File: src/rtl/xor_aoig_stream.sv
// rtl/xor_aoig_stream.sv - registered XOR/XNOR/rotate-XOR/accumulate stream unit with 1-entry skid buffer
// XOR bits are formed as (~a&b)|(a&~b); the result is registered behind a valid/ready handshake.
module xor_aoig_stream #(
   parameter int WIDTH = 16,
   parameter int ROT_B = 2,
   parameter int CNT_W = 16
) (
   input  logic             i_clk,
   input  logic             i_rst_n,
   input  logic             i_in_valid,
   output logic             o_in_ready,
   input  logic [WIDTH-1:0] i_in0,
   input  logic [WIDTH-1:0] i_in1,
   input  logic [1:0]       i_mode,
   input  logic             i_acc_clr,
   output logic             o_out_valid,
   input  logic             i_out_ready,
   output logic [WIDTH-1:0] o_out_data,
   output logic [CNT_W-1:0] o_xfer_cnt
);

   typedef enum logic [1:0] {
      ST_EMPTY = 2'd0,
      ST_ONE   = 2'd1,
      ST_FULL  = 2'd2
   } state_t;

   function automatic logic [WIDTH-1:0] f_aoig_xor(input logic [WIDTH-1:0] a,
                                                   input logic [WIDTH-1:0] b);
      f_aoig_xor = (~a & b) | (a & ~b);
   endfunction

   state_t           r_state;
   logic             r_in_ready;
   logic             r_out_valid;
   logic [WIDTH-1:0] r_out_data;
   logic [WIDTH-1:0] r_skid;
   logic [WIDTH-1:0] r_acc;
   logic [CNT_W-1:0] r_cnt;

   logic [WIDTH-1:0] w_rot;
   logic [WIDTH-1:0] w_ab;
   logic [WIDTH-1:0] w_acc_eff;
   logic [WIDTH-1:0] w_f;
   logic             w_accept;
   logic             w_hs;

   // Left rotate by ROT_B: output bit i takes input bit (i - ROT_B) mod WIDTH.
   genvar gi;
   generate
      for (gi = 0; gi < WIDTH; gi++) begin : g_rot
         assign w_rot[gi] = i_in1[(gi + WIDTH - ROT_B) % WIDTH];
      end
   endgenerate

   assign w_ab      = f_aoig_xor(i_in0, i_in1);
   assign w_acc_eff = i_acc_clr ? '0 : r_acc;
   assign w_accept  = i_in_valid & r_in_ready;
   assign w_hs      = r_out_valid & i_out_ready;

   always_comb begin
      w_f = w_ab;
      case (i_mode)
         2'd0:    w_f = w_ab;
         2'd1:    w_f = ~w_ab;
         2'd2:    w_f = f_aoig_xor(i_in0, w_rot);
         default: w_f = f_aoig_xor(w_acc_eff, w_ab);
      endcase
   end

   // Output register O plus skid register S; in_ready is registered so it drops only in FULL.
   always_ff @(posedge i_clk or negedge i_rst_n) begin
      if (!i_rst_n) begin
         r_state     <= ST_EMPTY;
         r_in_ready  <= 1'b1;
         r_out_valid <= 1'b0;
         r_out_data  <= '0;
         r_skid      <= '0;
      end else begin
         case (r_state)
            ST_EMPTY: begin
               if (w_accept) begin
                  r_out_data  <= w_f;
                  r_out_valid <= 1'b1;
                  r_state     <= ST_ONE;
               end
            end
            ST_ONE: begin
               if (w_accept && w_hs) begin
                  r_out_data <= w_f;
               end else if (w_accept) begin
                  r_skid     <= w_f;
                  r_in_ready <= 1'b0;
                  r_state    <= ST_FULL;
               end else if (w_hs) begin
                  r_out_valid <= 1'b0;
                  r_state     <= ST_EMPTY;
               end
            end
            ST_FULL: begin
               if (w_hs) begin
                  r_out_data <= r_skid;
                  r_in_ready <= 1'b1;
                  r_state    <= ST_ONE;
               end
            end
            default: begin
               r_state     <= ST_EMPTY;
               r_in_ready  <= 1'b1;
               r_out_valid <= 1'b0;
            end
         endcase
      end
   end

   // A clear with a mode-3 accept is already folded into w_f through w_acc_eff.
   always_ff @(posedge i_clk or negedge i_rst_n) begin
      if (!i_rst_n) begin
         r_acc <= '0;
      end else if (w_accept && (i_mode == 2'd3)) begin
         r_acc <= w_f;
      end else if (i_acc_clr) begin
         r_acc <= '0;
      end
   end

   always_ff @(posedge i_clk or negedge i_rst_n) begin
      if (!i_rst_n) begin
         r_cnt <= '0;
      end else if (w_hs) begin
         r_cnt <= r_cnt + CNT_W'(1);
      end
   end

   assign o_in_ready  = r_in_ready;
   assign o_out_valid = r_out_valid;
   assign o_out_data  = r_out_data;
   assign o_xfer_cnt  = r_cnt;

endmodule

File: config.mk
export PLATFORM = sky130hd
export DESIGN_NAME = xor_aoig_stream
export DESIGN_NICKNAME = d
export VERILOG_FILES = /design/src/rtl/xor_aoig_stream.sv
export SDC_FILE = /design/constraint.sdc
export NUM_CORES = 1
export LEC_CHECK = 0
export ABC_CLOCK_PERIOD_IN_PS = 2400
export BUFFER_PORTS_ARGS = -buffer_cell sky130_fd_sc_hd__buf_4
export CORE_AREA = 10 10 93 95
export CTS_BUF_LIST = sky130_fd_sc_hd__clkbuf_4
export CTS_CLUSTER_DIAMETER = 100
export CTS_CLUSTER_SIZE = 28
export DETAILED_ROUTE_END_ITERATION = 8
export DIE_AREA = 0 0 103 105
export HOLD_SLACK_MARGIN = 0.06
export PLACE_DENSITY_LB_ADDON = 0.25
export SLEW_MARGIN = 20
export SYNTH_ARGS = -nofsm -noshare
export SYNTH_HDL_FRONTEND = slang
export SYNTH_SLANG_ARGS = --single-unit
File: constraint.sdc
create_clock -name i_clk -period 2.4 [get_ports i_clk]
set_clock_uncertainty 0.15 [all_clocks]
set_input_delay 0.24 -clock i_clk [delete_from_list [all_inputs] [get_ports i_clk]]
set_output_delay 0.24 -clock i_clk [all_outputs]
set_load 0.03 [all_outputs]
==> impl_metrics.csv, run 1 <==
group,metric,value,unit
cells_and_area,final_cells,535,
cells_and_area,area_growth,23.75,%
floorplan,io_pins,73,
sta,worst_pin_slew,846.4,ps
sta,finalSetupTns,0,ps
place,post-dp-hpwl,5.948,mm
setup_path,cp.arrival,2160,ps
setup_path,path_delay_family,"buffers and inverters",
place,pre_cts_ws,154.7,ps
cells_and_area,drive_above_1_share,0.2110,
sta,drv_slew,0,
setup_path,crit_fanout,16,
flow_run,maxCapViolations,0,
sta,final.min_clock_period,2050,ps
setup_path,crit_type,"input pin to flop",
floorplan,fp.coreArea,6756,um2
synth,yosys_warnings,0,
floorplan,die_w,103,um
sta,grt_setup_unrepaired,"no",
setup_path,r2r-end,"o_out_data[13]",
drt,routedWlPerCell,16.06,um
sta,maxClockFrequency,487.8,MHz
floorplan,row_count,30,
global_routing,grt_pass1_vias,2813,
floorplan,dieHeight,105,um
sta,relSlewSlack,0.4357,
sta,layout_setup_ws,350.0,ps
setup_path,path_buf_inv,2,
setup_path,crit_chain,"dlygate4sd3_1 > buf_4 > nand2_1 > nor2_1 > a21oi_4 > mux2i_1 > o31ai_1",
sta,final_hold_viol_count,0,
drt,routed_via_density,5.654,
setup_path,critPathLaunch,"i_in_valid",
global_routing,track_usage,0.1567,
clock_tree,clk_latency,420,ps
synth,synth.net_count,406,
setup_path,worstSetupEndpoint,"o_out_data[13]",
global_routing,grt_pass1_wl,13.77,mm
setup_path,ff2ff_path_depth,4,
synth,synth_edf_count,0,
global_routing,grt_max_degree,69,
setup_path,startpoint_type,"input pin",
clock_tree,cts_tree,"done",
setup_path,r2r_slack,410,ps
power_and_ir_drop,power_density,456.6,nW/um2
synth,synth-seq-area-share,0.4677,
cells_and_area,fillers,555,
setup_path,cpPeakStageDelay,600,ps
clock_tree,cts_buffers,9,
drt,initialDrtViolationCount,129,
sta,fin_crit_sh,0.8542,
place,placed_area,4195,um2
setup_path,cp_slowest_cell,"a21oi_4",
power_and_ir_drop,leakagePower,0.002221,uW
setup_path,cp.required,2510,ps
synth,synthArstFlopShare,1.000,
drt,ant_nets,0,
place,portBuffers,72,
clock_tree,clock_sinks,68,
place,place_inst,499,
clock_tree,cts_buffer_depth,2,
global_routing,grt_remaining_overflow,0,
drt,route.detailed.drc,0,
status,status,"completed",
clock_tree,cts_root_buffer,"clkbuf_4",
setup_path,rr_startpoint,"o_out_valid",
power_and_ir_drop,vdd_drop_max,0.0002142,V
setup_path,worstSetupEndpointType,"flop",
global_routing,antenna_found_initial,0,
sta,finalSetupViolCount,0,
synth,avgSynthCellArea,9.948,um2
setup_path,cp.depth,7,
synth,yosys_most_used_dff,"dfrtp_1",
cells_and_area,final_cell_area,4506,um2
synth,synthCells,366,
worst_hold_path,worst_hold_path_type,"input pin to flop",
drt,vias,3025,
cells_and_area,nets,490,
synth,syn_area,3641,um2
floorplan,dieArea,10820,um2
drt,routed_wl,8.590,mm
synth,synth_seq_cells,68,
place,place_congestion,0.8107,
clock_tree,cts_max_level,3,
cells_and_area,diodes,0,
cells_and_area,final_util,0.6669,
synth,synth_cell_types,31,
clock_tree,cts.clk_slew.worst_paths,120,ps
floorplan,initial_utilization,0.5389,
drt,firstDrtPassIters,4,
==> where the power goes <==
part	total (uW)	internal [uW]	switching [uW]	leakage [uW]
Clock	638	231	406	0.0000704
Combinational	274	127	147	0.00121
Sequential	1150	1150	0	0.000942
==> tightest hold or removal path: stages <==
cell,delay [ps]
buf_4,190
nor2b_1,100
nand2_1,60
o21ai_1,50
==> flip-flops by register name, indices dropped and copies added (netlist names) <==
name and count:
r_state 2, o_in_ready 1, r_skid 16, o_xfer_cnt 16, o_out_data 16, o_out_valid 1
r_acc 16
==> metrics by stage <==
stage                     power [uW]  hold WS (ps)
after floorplan                 1307        -205.6
after global placement          1411         254.1
after detailed placement        1417         253.9
after CTS                       2071         80.03
after global routing            2145         111.4
final                           2057         99.75
==> cells in the mapped netlist (all sizes together) (2+ instances only) <==
master,n,area (um2)
dfrtp,67,1677
nand2,45,168.9
o31ai,32,240.2
o21a,17,127.6
mux2i,32,320.3
a21oi,3,18.77
clkbuf,12,45.04
and2b,4,30.03
nand3,9,45.04
and2,17,106.4
o22ai,16,100.1
and3,3,18.77
buf,11,78.82
nand3b,2,15.01
xor2,3,26.28
nand4,5,31.28
nor3,2,10.01
nor2b,13,81.33
xnor2,28,245.2
inv,3,16.27
o21ai,33,165.2
nor2,5,18.77
==> cells in the final DEF (no fill, tap or decap), types with 3 or more instances in the layout <==
master / Yosys / routed
mux2i_1: 32 / 32
nand4_1: 5 / 5
clkinv_2: 0 / 4
nand3_1: 9 / 9
and2_1: 17 / 17
clkbuf_4: 0 / 11
xnor2_1: 28 / 28
dlygate4sd3_1: 0 / 19
nand2_1: 45 / 45
nor2b_1: 13 / 13
and3_1: 3 / 3
o22ai_1: 16 / 16
dfrtp_1: 67 / 67
nor2_1: 5 / 5
xor2_1: 3 / 3
buf_4: 2 / 76
and2b_1: 4 / 4
o31ai_1: 32 / 32
o21a_1: 17 / 17
o21ai_1: 32 / 32
==> kinds of logic after synthesis <==
kind of cell	after synthesis	synth area share
buffers and inverters	26	0.03849
AND/OR/NAND/NOR	106	0.1467
XOR/XNOR	31	0.07457
AO/OA/AOI/OAI	102	0.1811
flip-flops	68	0.4677
multiplexers	32	0.08797
adder cells (fa/ha/maj)	1	0.003436
==> worst min-delay path by stage <==
stage,from,endpoint,slack (ps),cells after the start
5_1_grt,i_acc_clr,r_acc[14],110,4
3_3_place_gp,i_rst_n,r_state[0],250,1
4_1_cts,i_acc_clr,r_acc[14],80,4
6_report,i_acc_clr,r_acc[14],100,4
2_1_floorplan,i_rst_n,o_out_data[0],-210,0
3_5_place_dp,i_rst_n,o_xfer_cnt[0],250,1
==> metal layers <==
layer	GRT usage	vias up	wire (um)
met1	0.2114	1436	4002
met2	0.2250	91	3872
li1	-	1486	-
met5	0	-	0
met3	0.04348	12	560
met4	0.07356	0	155
==> area by class of cell <==
type | instances | area (um2) | area share
multi-input combinational | 273 | 1814 | 0.4027
clock buffer | 11 | 82.58 | 0.01833
inverter | 3 | 16.27 | 0.003610
clock inverter | 5 | 28.78 | 0.006387
tap | 80 | 100.1 | 0.02222
timing repair buffer | 95 | 760.7 | 0.1688
sequential | 68 | 1703 | 0.3779
==> timing repair <==
| action | 4_1_cts | 5_1_grt |
|---|---|---|
| setup endpoints to repair | 0 | 4 |
| endpoints found under the hold margin | 109 | 0 |
| hold buffers | 19 | 0 |
| resized for setup | 0 | 0 |
| setup buffers | 0 | 0 |
Power figures use the tool's default switching activity.
==> inputs of run 2 (changes only) <==
ABC_AREA = 1   (was not set)
CORE_AREA = 10 10 100 102   (was 10 10 93 95)
CTS_BUF_LIST = not set   (was sky130_fd_sc_hd__clkbuf_4)
DIE_AREA = 0 0 110 112   (was 0 0 103 105)
==> run 2 against run 1 <==
Against the previous run:
- combinational power grew to 8.0 times the previous value
- routed wire length is 41% higher
- final cell count rose by 61%
- power rose by 130%
- clock power rose by 34%
- first-iteration DRC count increased by 32%
- core utilization down 3.1 points
- design area grew 14%
- via count grew 47%
- critical path depth down 1
- sequential power rose by 56%
- critical path type is now flop to flop
- highest routed layer unchanged
==> impl_metrics.csv, run 2 <==
group,metric,value,unit
synth,yosys_most_used_dff,"dfrtp_1",
cells_and_area,area_growth,17.60,%
setup_path,worstSetupEndpointType,"flop",
synth,synthCells,685,
clock_tree,cts_setup_buffers,0,
status,status,"completed",
global_routing,grt_pass1_wl,19.92,mm
drt,routed_via_density,5.139,
floorplan,dieHeight,112,um
sta,finalSetupTns,0,ps
global_routing,antenna_found_initial,0,
flow_run,maxCapViolations,0,
synth,synth_area_leaders,"dfrtp_1, nand2_1, nand3_1",
global_routing,grt_remaining_overflow,0,
power_and_ir_drop,p_comb_frac,0.452,
power_and_ir_drop,power_density,944.3,nW/um2
sta,layout_setup_ws,463.3,ps
clock_tree,cts_max_level,3,
sta,grt_setup_unrepaired,"no",
floorplan,initial_utilization,0.5403,
setup_path,cp_slowest_cell,"dfrtp_1",
place,place_congestion,0.8508,
setup_path,cpPeakStageDelay,440,ps
cells_and_area,nets,794,
cells_and_area,final_cell_area,5116,um2
setup_path,crit_type,"flop to flop",
sta,maxClockFrequency,516.3,MHz
power_and_ir_drop,vdd_drop_max,0.0009381,V
worst_hold_path,worst_hold_path_type,"input pin to flop",
synth,avgSynthCellArea,6.351,um2
setup_path,r2r_slack,460,ps
setup_path,crit_fanout,18,
floorplan,row_count,33,
synth,synth_cell_types,27,
place,pre_cts_ws,490.8,ps
sta,final.min_clock_period,1937,ps
power_and_ir_drop,seq_power_share,0.371,
floorplan,die_w,110,um
cells_and_area,layout_commonest_cell,"nand2_1",
sta,relSlewSlack,0.4120,
drt,routedWlPerCell,14.01,um
sta,final_hold_viol_count,0,
synth,synthMostInstantiatedCell,"nand2_1",
synth,synthArstFlopShare,1.000,
synth,syn_area,4350,um2
drt,firstDrtPassIters,5,
drt,ant_nets,0,
power_and_ir_drop,power_switching,2142,uW
setup_path,crit_chain,"nor2_1 > buf_4 > inv_1 > nand3_1 > nand3_1 > nand2_1",
clock_tree,cts_tree,"done",
drt,vias,4435,
power_and_ir_drop,swShare,0.4434,
power_and_ir_drop,intPower,2689,uW
power_and_ir_drop,clock_power_share,0.177,
drt,initialDrtViolationCount,170,
setup_path,startpoint_type,"flop",
synth,yosys.area.top_type_share,0.3854,
sta,fin_crit_sh,0.8070,
synth,synth_seq_cells,68,
clock_tree,cts.clk_slew.worst_paths,70,ps
drt,routed_wl,12.09,mm
sta,finalSetupViolCount,0,
drt,route.detailed.drc,0,
cells_and_area,drive_above_1_share,0.1359,
synth,synth-seq-area-share,0.3914,
global_routing,grt_max_degree,69,
clock_tree,cts_buffer_depth,2,
cells_and_area,diodes,0,
floorplan,io_pins,73,
synth,synth.net_count,725,
clock_tree,cts_buffers,9,
sta,worst_pin_slew,882.0,ps
synth,synth_common_cells,"nand2_1, inv_1, nand3_1",
sta,drv_slew,0,
synth,yosysTopAreaCell,"dfrtp_1",
clock_tree,cts-resized-gates,0,
setup_path,cp.required,2550,ps
floorplan,dieArea,12320,um2
global_routing,grt_pass1_vias,4326,
global_routing,track_usage,0.1987,
setup_path,cpMostUsedCell,"nand3_1",
place,placed_area,4937,um2
place,post-dp-hpwl,8.758,mm
setup_path,cp.arrival,2080,ps
place,portBuffers,72,
cells_and_area,layout_common_cells,"nand2_1, inv_1, nand3_1, buf_4, dfrtp_1",
clock_tree,clk_latency,350,ps
synth,yosys_warnings,0,
power_and_ir_drop,leakagePower,0.002941,uW
synth,synth_edf_count,0,
floorplan,fp.coreArea,8051,um2
clock_tree,clock_sinks,68,
clock_tree,cts_root_buffer,"clkbuf_8",
## run 2: changes by cell type in the layout (fill, tap and decap cells not counted), moves of 27 or more
cell | before | now
mux2i_1 | 32 | 0
nand3_1 | 9 | 75
o31ai_1 | 32 | 1
nand2_1 | 45 | 312
inv_1 | 2 | 78
o21ai_1 | 32 | 3
xnor2_1 | 28 | 1
o21ai_0 | 1 | 38
nor2_1 | 5 | 54
## run 2: worst max-delay path, delay by kind of cell, from the launching register on
kind,cells,cell delay [ps]
AND/OR/NAND/NOR,4,600
buffers and inverters,2,680
flip-flops,1,440
## run 2: stage by stage
| stage | hold slack [ps] | total power [uW] | util | cells |
|---|---|---|---|---|
| final | 72.30 | 4831 | 0.6354 | 863 |
| after global routing | 86.44 | 5185 | 0.6354 | 863 |
| after CTS | 70.41 | 4854 | 0.6354 | 863 |
| after detailed placement | 263.2 | 4000 | 0.6132 | 847 |
| after global placement | 260.3 | 3930 | 0.6132 | 847 |
| after floorplan | -205.6 | 3259 | - | 685 |
## run 2: layout make-up
class                           count  area, um2
Clock inverter                      2      10.01
Tap cell                          105      131.4
Sequential cell                    68       1703
Multi-Input combinational cell    519       2240
Inverter                           80      300.3
Timing Repair Buffer               76      573.1
Fill cell                         744       2935
Clock buffer                       13      158.9
## run 2: final timing paths
kind                                      from              to  depth (start not counted)
worst max-delay path                r_state[0]   o_out_data[1]                          6
worst min-delay path               i_out_ready  o_xfer_cnt[13]                          4
worst max register to register      r_state[0]   o_out_data[1]                          6
worst min register to register  o_out_data[12]  o_out_data[12]                          2
max in group asynchronous              i_rst_n        r_acc[0]                          2
min in group asynchronous              i_rst_n       r_acc[11]                          2
## run 2: routing by layer
metal | up-vias | part of all wire | track usage
met3 | 22 | 0.067 | 0.03633
met5 | - | 0 | 0
met1 | 2033 | 0.43 | 0.2411
met2 | 126 | 0.48 | 0.3310
met4 | 0 | 0.023 | 0.08767
li1 | 2254 | - | -
## run 2: timing repair
item | 4_1_cts | 5_1_grt
hold buffers | 1 | 0
endpoints found under the hold margin | 67 | 0
setup endpoints to repair | 0 | 0
## run 2: kinds of logic after synthesis
logic type                 Yosys count  synth area share
AOI/OAI and AO/OA                   54           0.06615
xor gates and xnor gates            12           0.02416
adders and majority gates            1          0.002876
buffers and inverters               98           0.09376
DFF                                 68            0.3914
and+or+nand+nor                    452            0.4216
## run 2: power groups by stage
stage / sequential, uW / clock, uW / combinational, uW
after floorplan: 2150 / 0 / 1110
after CTS: 1790 / 858 / 2200
after global routing: 1840 / 909 / 2440
final: 1790 / 854 / 2190
after detailed placement: 1800 / 0 / 2200
after global placement: 1810 / 0 / 2120
==> inputs of run 3 (changes only) <==
ABC_AREA = 0   (was 1)
ABC_CLOCK_PERIOD_IN_PS = 2000   (was 2400)
CORE_AREA = 10 10 93 95   (was 10 10 100 102)
DIE_AREA = 0 0 103 105   (was 0 0 110 112)
clock period = 2 ns   (was 2.4 ns; I/O delays follow)
==> run 3 against run 2 <==
Against the previous run:
- routed wire length is 27% lower
- first-iteration DRC count shrank 27%
- worst hold slack got worse by 1.9 ps
- clock-buffer cell count down 3
- sequential cell count unchanged
- critical endpoint is now o_out_data[15]
==> impl_metrics.csv, run 3 (synthesis gave the netlist of run 1 again) <==
group,metric,value,unit
sta,final_hold_viol_count,0,
cells_and_area,area_growth,26.12,%
power_and_ir_drop,vdd_drop_max,0.0003502,V
sta,grt_setup_unrepaired,"no",
floorplan,fp.coreArea,6756,um2
cells_and_area,final_cell_area,4592,um2
sta,drv_slew,0,
setup_path,r2r_slack,180,ps
floorplan,io_pins,73,
sta,whs,70.38,ps
floorplan,dieArea,10820,um2
drt,vias,2983,
cells_and_area,drive_above_1_share,0.2445,
global_routing,antenna_found_initial,0,
sta,finalSetupViolCount,0,
cells_and_area,final_cells,538,
setup_path,ff2ff_path_depth,4,
sta,final.min_clock_period,1823,ps
place,pre_cts_ws,-188.7,ps
drt,ant_nets,0,
drt,routed_via_density,5.545,
cells_and_area,layout_commonest_cell,"buf_4",
place,placed_area,4313,um2
cells_and_area,fillers,558,
clock_tree,cts_root_buffer,"clkbuf_8",
setup_path,worstSetupEndpointType,"flop",
status,status,"completed",
drt,initialDrtViolationCount,124,
worst_hold_path,hold_start,"i_in0[0]",
worst_hold_path,worst_hold_path_type,"input pin to flop",
global_routing,grt_max_degree,42,
setup_path,rr_startpoint,"o_in_ready",
drt,route.detailed.drc,0,
setup_path,crit_fanout,16,
drt,routed_wl,8.832,mm
setup_path,cp.required,2090,ps
setup_path,crit_chain,"nand3b_1 > a21oi_1 > a21oi_2 > o31ai_1",
cells_and_area,layout.area.seq,1703,um2
clock_tree,clk_latency,350,ps
setup_path,startpoint_type,"flop",
clock_tree,clock_sinks,68,
cells_and_area,nets,493,
sta,finalSetupTns,0,ps
power_and_ir_drop,leakagePower,0.002279,uW
drt,routedWlPerCell,16.42,um
global_routing,grt_pass1_wl,14.82,mm
clock_tree,cts_max_level,3,
cells_and_area,multi_input_area,1817,um2
setup_path,cp.arrival,1910,ps
clock_tree,cts_buffer_depth,2,
global_routing,grt_pass1_vias,3025,
place,post-dp-hpwl,6.175,mm
setup_path,r2r-end,"o_out_data[15]",
place,portBuffers,72,
cells_and_area,layout_common_cells,"buf_4, dfrtp_1, nand2_1",
sta,worst_pin_slew,811.6,ps
setup_path,crit_type,"flop to flop",
sta,layout_setup_ws,177.1,ps
clock_tree,cts_tree,"done",
global_routing,grt_remaining_overflow,0,
setup_path,cpPeakStageDelay,550,ps
cells_and_area,diodes,0,
power_and_ir_drop,power_density,589.8,nW/um2
flow_run,maxCapViolations,0,
worst_hold_path,whs_path_depth,3,
worst_hold_path,min_to,"r_acc[0]",
setup_path,cp_slowest_cell,"dfstp_2",
floorplan,dieHeight,105,um
sta,relSlewSlack,0.4589,
sta,maxClockFrequency,548.6,MHz
sta,fin_crit_sh,0.9114,
clock_tree,cts_buffers,9,
floorplan,die_w,103,um
floorplan,row_count,30,
clock_tree,cts.clk_slew.worst_paths,70,ps
floorplan,initial_utilization,0.5389,
global_routing,track_usage,0.1704,
place,place_congestion,0.8162,
drt,firstDrtPassIters,5,
place,place_inst,513,
## run 3: cell type report
| type | instances | area share |
|---|---|---|
| Multi-Input combinational cell | 273 | 0.3956 |
| Sequential cell | 68 | 0.3708 |
| Timing Repair Buffer | 98 | 0.1695 |
| Clock buffer | 10 | 0.02997 |
| Tap cell | 80 | 0.02180 |
| Clock inverter | 6 | 0.008719 |
| Inverter | 3 | 0.003542 |
## run 3: layer usage
layer,vias to the layer above,share of wire,GRT usage
met5,-,0,0
met3,12,0.074,0.05402
met4,0,0.015,0.06561
met1,1415,0.45,0.2168
li1,1477,-,-
met2,79,0.46,0.2615
## run 3: worst max-delay path by stage
stage	cells past startpoint	slack, ps	endpoint	startpoint
finish	4	180	o_out_data[15]	o_in_ready
global route	4	20	o_out_data[15]	o_in_ready
global placement	4	-80	o_out_data[9]	o_out_valid
CTS	5	20	o_out_data[7]	r_state[1]
floorplan	5	160	o_out_data[10]	o_out_valid
detailed placement	5	-190	o_out_data[7]	r_state[1]
## run 3: worst max-delay path: cells and delay by family (launching register included)
kind,cells,cell delay [ps]
flip-flops,1,550
AND/OR/NAND/NOR,1,70
AO/OA/AOI/OAI,3,950
## run 3: power breakdown
part | total (uW) | internal (uW) | switching [uW]
registers | 1370 | 1370 | 0
clock network | 1010 | 480 | 533
logic | 321 | 146 | 175
## run 3: stage by stage
step	utilization	power, uW
2_1_floorplan	-	1568
3_3_place_gp	0.6383	1703
3_5_place_dp	0.6383	1710
4_1_cts	0.6763	2730
5_1_grt	0.6796	2828
6_report	0.6796	2708
## run 3: repair_timing
item / in CTS / in global routing
gates resized for setup: 0 / 1
gates cloned: 1 / 0
setup endpoints to repair: 16 / 31
hold endpoints to repair: 46 / 0
setup buffers: 0 / 1
hold buffers: 7 / 0
